--- src/rtl/hourly_chime_ctrl.sv ---
// Hourly chime sequencer: steps alarm_hourly_en through 1..2N at half-second
// phases at the top of each hour (or on test request), driving the buzzer on odd steps.
module hourly_chime_ctrl #(
  parameter int unsigned HALF_SEC_CYCLES = 16_500_000,
  parameter int unsigned CNT_W           = 25
) (
  input  logic       PixelClk,
  input  logic       nRST,
  input  logic       chime_on,
  input  logic [5:0] hour_decimal,
  input  logic [5:0] minute_decimal,
  input  logic [5:0] second_decimal,
  input  logic       test_req,
  input  logic       cancel,
  output logic [5:0] alarm_hourly_en,
  output logic       buzzer,
  output logic       busy
);

  typedef enum logic {
    IDLE,
    CHIME
  } state_e;

  localparam logic [CNT_W-1:0] DIV_LAST = CNT_W'(HALF_SEC_CYCLES - 1);

  state_e           state_q, state_d;
  logic [CNT_W-1:0] div_q, div_d;
  logic [5:0]       step_q, step_d;
  logic [4:0]       n_q, n_d;
  logic             top_q, top_d;
  logic             manual_q, manual_d;
  logic             buzzer_q, buzzer_d;
  logic             auto_start, man_start;

  always_ff @(posedge PixelClk) begin
    if (!nRST) begin
      state_q  <= IDLE;
      div_q    <= '0;
      step_q   <= '0;
      n_q      <= '0;
      top_q    <= 1'b0;
      manual_q <= 1'b0;
      buzzer_q <= 1'b0;
    end else begin
      state_q  <= state_d;
      div_q    <= div_d;
      step_q   <= step_d;
      n_q      <= n_d;
      top_q    <= top_d;
      manual_q <= manual_d;
      buzzer_q <= buzzer_d;
    end
  end

  always_comb begin
    state_d  = state_q;
    div_d    = div_q;
    step_d   = step_q;
    n_d      = n_q;
    manual_d = manual_q;

    top_d      = chime_on && (minute_decimal == 6'd0) && (second_decimal == 6'd0)
                 && (hour_decimal != 6'd0);
    auto_start = top_d && !top_q;
    man_start  = test_req && (hour_decimal != 6'd0);

    unique case (state_q)
      IDLE: begin
        // Cancel beats any start; a coincident auto start marks the run as auto.
        if (!cancel && (auto_start || man_start)) begin
          state_d  = CHIME;
          n_d      = hour_decimal[4:0];
          step_d   = 6'd1;
          div_d    = '0;
          manual_d = !auto_start;
        end
      end
      CHIME: begin
        if (cancel || (!chime_on && !manual_q)) begin
          state_d = IDLE;
          step_d  = '0;
          div_d   = '0;
        end else if (div_q == DIV_LAST) begin
          div_d = '0;
          if (step_q == {n_q, 1'b0}) begin
            state_d = IDLE;
            step_d  = '0;
          end else begin
            step_d = step_q + 6'd1;
          end
        end else begin
          div_d = div_q + CNT_W'(1);
        end
      end
      default: state_d = IDLE;
    endcase

    buzzer_d = (state_d == CHIME) && step_d[0];
  end

  assign alarm_hourly_en = step_q;
  assign buzzer          = buzzer_q;
  assign busy            = (state_q == CHIME);

endmodule

--- config.mk ---
export PLATFORM = sky130hd
export DESIGN_NAME = hourly_chime_ctrl
export DESIGN_NICKNAME = d
export VERILOG_FILES = /design/src/rtl/hourly_chime_ctrl.sv
export SDC_FILE = /design/constraint.sdc
export NUM_CORES = 1
export LEC_CHECK = 0
export CORE_MARGIN = 2
export CORE_UTILIZATION = 30
export DETAILED_ROUTE_END_ITERATION = 10
export PLACE_DENSITY = 0.59
export SYNTH_ARGS = -nofsm -noshare
export SYNTH_HDL_FRONTEND = slang
export SYNTH_SLANG_ARGS = --single-unit
export TNS_END_PERCENT = 10
--- constraint.sdc ---
create_clock -name PixelClk -period 2.8 [get_ports PixelClk]
set_input_delay 0.56 -clock PixelClk [delete_from_list [all_inputs] [get_ports PixelClk]]
set_output_delay 0.56 -clock PixelClk [all_outputs]
set_load 0.05 [all_outputs]
# ---- Word level (Yosys, flattened, before mapping)
# Index checks and enable logic that the tools add are counted.
dict set report op_classes {
  order_cmp 0
  mux 14
  n_reduce_logical 20
  div 0
  addsub 2
  multipliers 0
  bitwise 1
  eq_ne 4
  n_shift 0
}
# op count
set ops {}
lappend ops {{25-bit 2-to-1 mux} 3}
lappend ops {{25-bit one-hot mux with 2 select lines} 1}
lappend ops {{25-bit by 1-bit adder with 25-bit output, second input constant} 1}
lappend ops {{25-bit by 24-bit == test with 1-bit output, second input constant} 1}
lappend ops {{6-bit 2-to-1 mux} 4}
lappend ops {{6-bit zero test} 2}
lappend ops {{6-bit one-hot mux with 2 select lines} 1}
lappend ops {{1-bit logical AND} 8}
lappend ops {{6-bit by 1-bit adder with 6-bit output, second input constant} 1}
lappend ops {{6-bit == test} 1}
lappend ops {{6-bit nonzero test} 1}
lappend ops {{1-bit zero test} 5}
lappend ops {{1-bit 2-to-1 mux} 4}
lappend ops {{2-bit AND reduction} 2}
lappend ops {{3-bit by 1-bit inequality test with 1-bit output, second input constant} 1}
lappend ops {{1-bit logical OR} 2}
lappend ops {{2-bit inequality test, second input constant} 1}
lappend ops {{1-bit one-hot mux with 2 select lines} 1}
lappend ops {{1-bit inverter} 1}
dict set report word_totals {
  inputBits 23
  ff_bits 40
  rom_bits 0
  n_memories 0
  ram_bits 0
  latch_bits 0
}

# ---- Longest topological paths before layout
dict set report depth {
  ltp_word 10
  depth_mapped 8
  mapped_depth_nobuf 7
}

# ---- Worst setup path before layout
# Ideal clock, no wire load.
dict set report synth_timing {
  path_type {in2reg}
  startpoint {input minute_decimal[1]}
  endpoint {register step_q[5], in the netlist alarm_hourly_en[5]}
  required_ns 2.678
  cell_stages 7
  path_buffers 1
  t_arrival_ns 2.252
  slack_ns 0.427
  cell_sequence {or4b_1 -> a211oi_2 -> nand3_1 -> and2_1 -> buf_6 -> o21a_1 -> a221o_1}
}
dict set report synth_between {
  elab_chain_len 9
}
# element line
set synth_rtl {}
lappend synth_rtl {{start, declared} 11} ;# input logic [5:0] minute_decimal,
lappend synth_rtl {{6-bit zero test} 63} ;# top_d = chime_on && (minute_decimal == 6'd0) && (second_decimal == 6'd0)
lappend synth_rtl {{1-bit logical AND (2 in a row)} 63}
lappend synth_rtl {{1-bit logical AND} 64} ;# && (hour_decimal != 6'd0);
lappend synth_rtl {{1-bit logical AND} 65} ;# auto_start = top_d && !top_q;
lappend synth_rtl {{1-bit logical OR} 71} ;# if (!cancel && (auto_start || man_start)) begin
lappend synth_rtl {{1-bit logical AND} 71}
lappend synth_rtl {{2-bit inequality test (no line)} -}
lappend synth_rtl {{2-bit AND reduction (no line)} -}
lappend synth_rtl {{end signal, assigned} 48} ;# step_q <= step_d;
lappend synth_rtl {{end, declared} 29} ;# logic [5:0] step_q, step_d;
# No other way between the ends.
# A chain may end at the register's enable or synchronous reset.

# ---- Final worst setup path
dict set report layout_timing {
  startpoint {input minute_decimal[4]}
  endpoint {register div_q[10]}
}
dict set report layout_between {
  elab_chain_len 8
}
# element line
set layout_rtl {}
lappend layout_rtl {{6-bit zero test} 63}
lappend layout_rtl {{1-bit logical AND (2 in a row)} 63}
lappend layout_rtl {{1-bit logical AND} 64}
lappend layout_rtl {{1-bit logical AND} 65}
lappend layout_rtl {{1-bit logical OR} 71}
lappend layout_rtl {{1-bit logical AND} 71}
lappend layout_rtl {{2-bit inequality test (no line)} -}
lappend layout_rtl {{end signal, assigned} 47} ;# div_q <= div_d;
lappend layout_rtl {{end, declared} 28} ;# logic [CNT_W-1:0] div_q, div_d;
# No other way between the ends.

==> metrics.md <==
| Metric | Value |
|---|---|
| Met1 GRT Util | `0.206` |
| Req. time, crit path | `2.99 ns` |
| Post-Synthesis Cell Area | `0.00209 sq mm` |
| Placed Cells | `363` |
| Layout net count | `315` |
| Final hold violations | `0` |
| Most used DFF post-synth | `dfxtp_1` |
| Switching Share | `0.238` |
| Leak | `0.940 nW` |
| Detailed Routing Iterations Pass 1 | `4` |
| Power, Total | `1.19 mW` |
| RSZ-0062 raised after global routing | `false` |
| Final WL | `5000 um` |
| Synth top area share | `0.384` |
| DRC viols | `0` |
| CP Capture Point | `div_q[10]` |
| Peak Freq | `0.390 GHz` |
| Die Span Y | `87.4 um` |
| Initial antenna violation count | `0` |
| Seq pwr share | `0.492` |
| CP max stage cell | `or4_4` |
| Reg2reg start | `div_q[7]` |
| Hold Crit Class | `register to register` |
| Min Tclk post-route | `2.57 ns` |
| Cts repair resizes | `0` |
| WS Path Type | `input pin to register` |
| Clk_skew | `0.00674 ns` |
| Sw power | `0.284 mW` |
| EDFF count, synth | `0` |
| Worst slew pin tran | `0.741 ns` |
| Pint | `0.908 mW` |
| N_diodes | `0` |
| Starting Density | `0.309` |
| Overall Global Routing Usage | `0.144` |
| Clock power share | `0.398` |
| Mapped Cells | `248` |
| Global-route wire length before repair | `8760 um` |
| GR Util met2 | `0.218` |
| Sequential area share after synthesis | `0.384` |
| CTS Buffer Depth | `2` |
| Hold path startpoint | `manual_q` |
| WP depth | `8` |
| Cell depth of the worst flop-to-flop path | `6` |
| Grt met3 use | `0.0313` |
| Clock latency on the worst-skew pair | `0.30 ns` |
| Hold_buf cts | `0` |
| Core Area | `0.00676 sq mm` |
| Yosys top cell by area | `dfxtp_1` |
| Syn_nets | `273` |
| Slew margin rel. | `0.501` |
| Die Width | `87.4 um` |
| Routed WL per cell | `13.5 um` |
| Synth warn | `0` |
| TritonCTS Buffers | `5` |
| Post-route clock period utilization | `0.917` |
| Most Crowded Layer GR | `met2` |
| Post-route ant nets | `0` |
| Final setup margin | `0.233 ns` |
| Via count | `1956` |
| Largest net degree at the start of global routing | `16` |
| Setup crit start | `minute_decimal[4]` |
| Peak VDD IR | `0.000162 V` |
| Power Density | `445 mW/mm^2` |
| Crit Path Max Fanout | `9` |
| Root buf cell | `clkbuf_8` |
| FF-to-FF End | `alarm_hourly_en[5]` |
| Reg2reg setup slack | `0.47 ns` |
| Post-synthesis cell type count | `47` |
| Synthesized flop and latch total | `40` |
| Bufs and invs on worst path | `2` |
| Endpoints failing setup | `0` |
| Most frequent cell after synthesis | `dfxtp_1` |
| Largest cells by area after synthesis | `dfxtp_1 (38%), xnor2_1 (6.7%), nor2_1 (5.9%)` |
| DP Wirelength | `3780 um` |
| Pins Over Slew Limit | `0` |
| Synth-to-Final Area Change | `28.3%` |
| Placed Instance Area | `0.00256 sq mm` |
| Top cells by count, synth | `dfxtp_1 (40), nor2_1 (33), o21ai_0 (17)` |
| Htree depth | `2` |
| Placement Setup Slack | `-0.0760 ns` |
| Overflow after GRT | `0` |
| Setup TNS | `0 ns` |
| Vias in the first global route | `1835` |
| WP data arrival | `2.76 ns` |
| Comb power frac | `0.110` |
| Status | `completed` |
| GPL Wtd Cong | `0.831` |
| Clock transition at the registers of the reported paths | `0.08 ns` |
| Worst path max stage delay | `0.54 ns` |
| Routed vias/inst | `5.27` |
| # rows | `30` |
| IO Port Bufs | `30` |
| Cell family with most CP delay | `simple AND/OR/NAND/NOR gates` |
| Cell area after layout | `0.00268 sq mm` |
| Worst-path cell chain | `clkdlybuf4s50_1 -> or4_4 -> nor4_4 -> nand3_1 -> buf_4 -> a2111oi_0 -> xnor2_1 -> nor2_1` |
| Io pins | `31` |
| CTS tree | `yes` |
| CTS Sinks | `40` |
| Post-synth ARST share | `0` |
| Syn_area_per_cell | `8.41 sq um` |
| Worst setup SP type | `input pin` |
| Post-route insts no fill | `371` |
| Setup Fix Bufs, Post-CTS | `0` |
| Share of cells above drive strength 1 | `0.0962` |
| CP Capture Type | `register` |
| Max Cap Viol | `0` |
| Die area | `0.00764 sq mm` |
| Iter 0 DRT Violations | `137` |
## worst min-delay path by stage
stage | depth (start not counted) | slack (ns) | to
after floorplan | 1 | 0.44 | div_q[24]
after global placement | 1 | 0.46 | div_q[24]
after detailed placement | 1 | 0.47 | div_q[24]
after CTS | 1 | 0.49 | div_q[24]
after global routing | 2 | 0.51 | manual_q
final | 2 | 0.48 | manual_q
## worst register-to-register path: cells and delay by family (launching register included)
family / cells / cell delay, ns
DFF: 1 / 0.37
and+or+nand+nor: 4 / 1.28
AOI/OAI and AO/OA: 2 / 0.57
## per-stage QoR
step,utilization,hold WS (ns)
after global routing,0.396,0.512
after CTS,0.396,0.486
final,0.396,0.483
after global placement,0.380,0.461
after floorplan,-,0.439
after detailed placement,0.380,0.472
## layer usage
metal	vias to the layer above	share of wire	wire length [um]
li1	997	-	-
met1	919	0.50	2490
met2	34	0.46	2280
met3	6	0.033	165
met4	0	0.014	70
met5	-	0	0
## kinds of logic (layout without fill, tap and decap cells)
kind of cell	after synthesis	in the layout	share of synthesized area
flip-flops	40	40	0.384
buffers and inverters	15	58	0.0318
adder cells (fa/ha/maj)	2	2	0.0120
XOR/XNOR	19	19	0.0798
multiplexers	6	6	0.0288
AND/OR/NAND/NOR	106	106	0.271
AO/OA/AOI/OAI	60	60	0.193
## cells in the final DEF (no fill, tap or decap), types with 2 or more instances in the layout
master	n
o211a_1	2
clkdlybuf4s50_1	30
nand3_1	14
o21a_1	2
buf_12	2
a21oi_1	11
nor2b_1	2
nor4b_1	3
buf_4	10
xnor2_1	16
inv_1	8
a211oi_1	6
nor2_1	33
ha_1	2
xor2_1	3
and3_1	8
clkbuf_8	5
nand4_1	8
mux2i_1	6
o31ai_1	3
nor4_1	4
or3_1	4
and4_1	2
nand2_1	16
and2_1	2
a31oi_1	5
dfxtp_1	40
o21ai_0	17
a22o_1	3
nor3_1	3
## registers in the layout, indices dropped and copies added (netlist names)
name             cells
alarm_hourly_en      6
busy                 1
buzzer               1
div_q               25
manual_q             1
n_q                  5
top_q                1
## power groups by stage
stage	clock (mW)	combinational (mW)	sequential (mW)
finish	0.475	0.131	0.586
global route	0.506	0.143	0.588
CTS	0.489	0.132	0.586
detailed placement	0	0.132	0.600
global placement	0	0.131	0.599
floorplan	0	0.0570	0.606
## cell type report
class	count	area [sq um]
Inverter	8	30.0
Clock buffer	5	68.8
Sequential cell	40	801
Timing Repair Buffer	42	415
Clock inverter	3	42.5
Fill cell	697	4080
Tap cell	80	100
Multi-Input combinational cell	193	1220
Note: power is estimated with default switching activity, not from simulation.
==> RTL change, RTL diff (same flow settings) <==
Put one more register stage on the output `alarm_hourly_en`, cleared by the reset. The value now appears one clock later. The other outputs are not delayed to match.
--- a/src/rtl/hourly_chime_ctrl.sv
+++ b/src/rtl/hourly_chime_ctrl.sv
@@ -99,7 +99,13 @@
     buzzer_d = (state_d == CHIME) && step_d[0];
   end
 
-  assign alarm_hourly_en = step_q;
+  always_ff @(posedge PixelClk) begin
+    if (!nRST) begin
+      alarm_hourly_en <= '0;
+    end else begin
+      alarm_hourly_en <= step_q;
+    end
+  end
   assign buzzer          = buzzer_q;
   assign busy            = (state_q == CHIME);
 
Behaviour: not the same (Yosys sat finds a counterexample within 4 cycles, from zero or initial values and one cycle with nRST low).
==> RTL change against the original RTL <==
- first-iteration DRC count decreased by 35%
- final area increased by 11%
- setup slack improved by 170 ps
- sequential cell count increased by 6
- critical path depth decreased by 1
- cell count increased by 12%
- clock power decreased by 9.3%
- wire length increased by 20%
- total power increased by 4.7%
- area after synthesis increased by 17%
==> RTL change: results (changes against the original RTL) <==
| Metric | Value |
|---|---|
| Root buf cell | clkbuf_8 |
| DP HPWL | 4467 µm (+18%) |
| Setup crit start | chime_on |
| Clock Path Buffers | 2 (unchanged) |
| CTS Buf Count | 5 (unchanged) |
| P_leak | 0.9631 nW (+2.4%) |
| Final WL | 5985 µm (+20%) |
| Critical path arrival | 2630 ps (-130 ps) |
| Status | complete, no violations |
| # nets final | 338 (+7.3%) |
| GRT Util Overall | 14.44% (about the same) |
| Largest net degree at the start of global routing | 17 (+1) |
| Synth cell types | 63 (+34%) |
| Clock skew | 7.671 ps (+0.9303 ps) |
| Filler cell count | 806 (+16%) |
| Ratio of cells with drive above 1 in the final layout | 14.33% (+4.7 points) |
| Top cells by area, synth | dfxtp_1 38%, a21oi_1 4.1%, nand3_1 3.3% |
| Reg-to-Reg Start | div_q[15] |
| Max VDD drop | 0.1907 mV (+18%) |
| Power Internal | 0.0009172 W (+0.98%) |
| Vias | 2,235 (+14%) |
| Number of global-route vias before repair | 2,066 (+13%) |
| H-tree Lvls | 2 (unchanged) |
| Worst Hold Launch | div_q[22] |
| Post-CTS Setup Bufs | 0 (unchanged) |
| Inserted Diodes | 0 (unchanged) |
| Synth top cells by count | 46 x dfxtp_1, 20 x a21oi_1, 18 x nand2_1 |
| Initial drt markers | 89 (-35%) |
| Synth warnings | 0 (unchanged) |
| TritonRoute pass-1 iters | 4 (unchanged) |
| Worst Max-Slew Pin Slew | 547.0 ps (-194.0 ps) |
| Post-synthesis async set-or-reset flop share | 0% (unchanged) |
| Sequential area share after synthesis | 37.72% (-0.67 points) |
| Hold_buf cts | 0 (unchanged) |
| Placer Congestion | 0.7702 (-7.3%) |
| Worst slack, placed | 91.10 ps (+167.1 ps) |
| Logic pwr share | 11.6% (+0.6 points) |
| First-pass GRT wire length | 10,170 µm (+16%) |
| Critical Path Fanout Max | 15 (+6) |
| Syn_nets | 301 (+10%) |
| Worst-skew pair later-pin latency | 300 ps (about the same) |
| Setup TNS | 0 ps (unchanged) |
RTL change: routing by layer:
layer	GRT usage [%]	up-vias	share of wire (%)
met3	2.568	4	4.8
met2	22.62	53	45
li1	-	1128	-
met4	3.744	0	1.1
met5	0	-	0
met1	20.41	1050	49
RTL change: cells by family (layout without fill, tap and decap cells):
kind of cell	Yosys count	in the layout	share of synthesized area (%)
and+or+nand+nor	123	123	29.93
AOI/OAI and AO/OA	73	73	22.19
DFF	46	46	37.72
buffers and inverters	21	59	4.920
xor gates and xnor gates	6	6	2.153
muxes	5	5	2.050
adders and majority gates	2	2	1.025
RTL change: layout make-up:
cell class	count	area (µm²)	area share, %
Multi-Input combinational cell	209	1400	46.94
Tap cell	102	127.6	4.279
Sequential cell	46	920.9	30.87
Inverter	8	30.03	1.007
Clock buffer	5	68.82	2.307
Timing Repair Buffer	43	410.4	13.76
Clock inverter	3	25.02	0.8389
RTL change: worst paths after layout:
check	depth (start not counted)	slack, ps	end
setup / recovery	7	400	div_q[23]
hold / removal	2	500	div_q[22]
setup reg to reg	5	480	step_q[4]
hold reg to reg	2	500	div_q[22]
RTL change: stage by stage:
step / instance area, µm² / util (%) / total power [W] / instances
floorplan: 2441 / - / 0.0007645 / 276
global placement: 2889 / 37.00 / 0.0008307 / 408
detailed placement: 2889 / 37.00 / 0.0008319 / 408
CTS: 2983 / 38.21 / 0.001266 / 416
global route: 2983 / 38.21 / 0.001304 / 416
finish: 2983 / 38.21 / 0.001248 / 416
RTL change: power by group through the flow:
stage               Sequential [W]  Clock [W]  Combinational, W
finish                    0.000672   0.000431          0.000144
global route              0.000674   0.000471          0.000158
CTS                       0.000672   0.000449          0.000145
detailed placement        0.000687          0          0.000145
global placement          0.000687          0          0.000143
floorplan                 0.000692          0         0.0000723
RTL change: critical path, stage by stage:
cell	delay, ps
clkdlybuf4s50_1	480
nor4b_2	230
and4_1	370
o22ai_4	120
buf_4	210
or4_1	500
a21oi_1	150
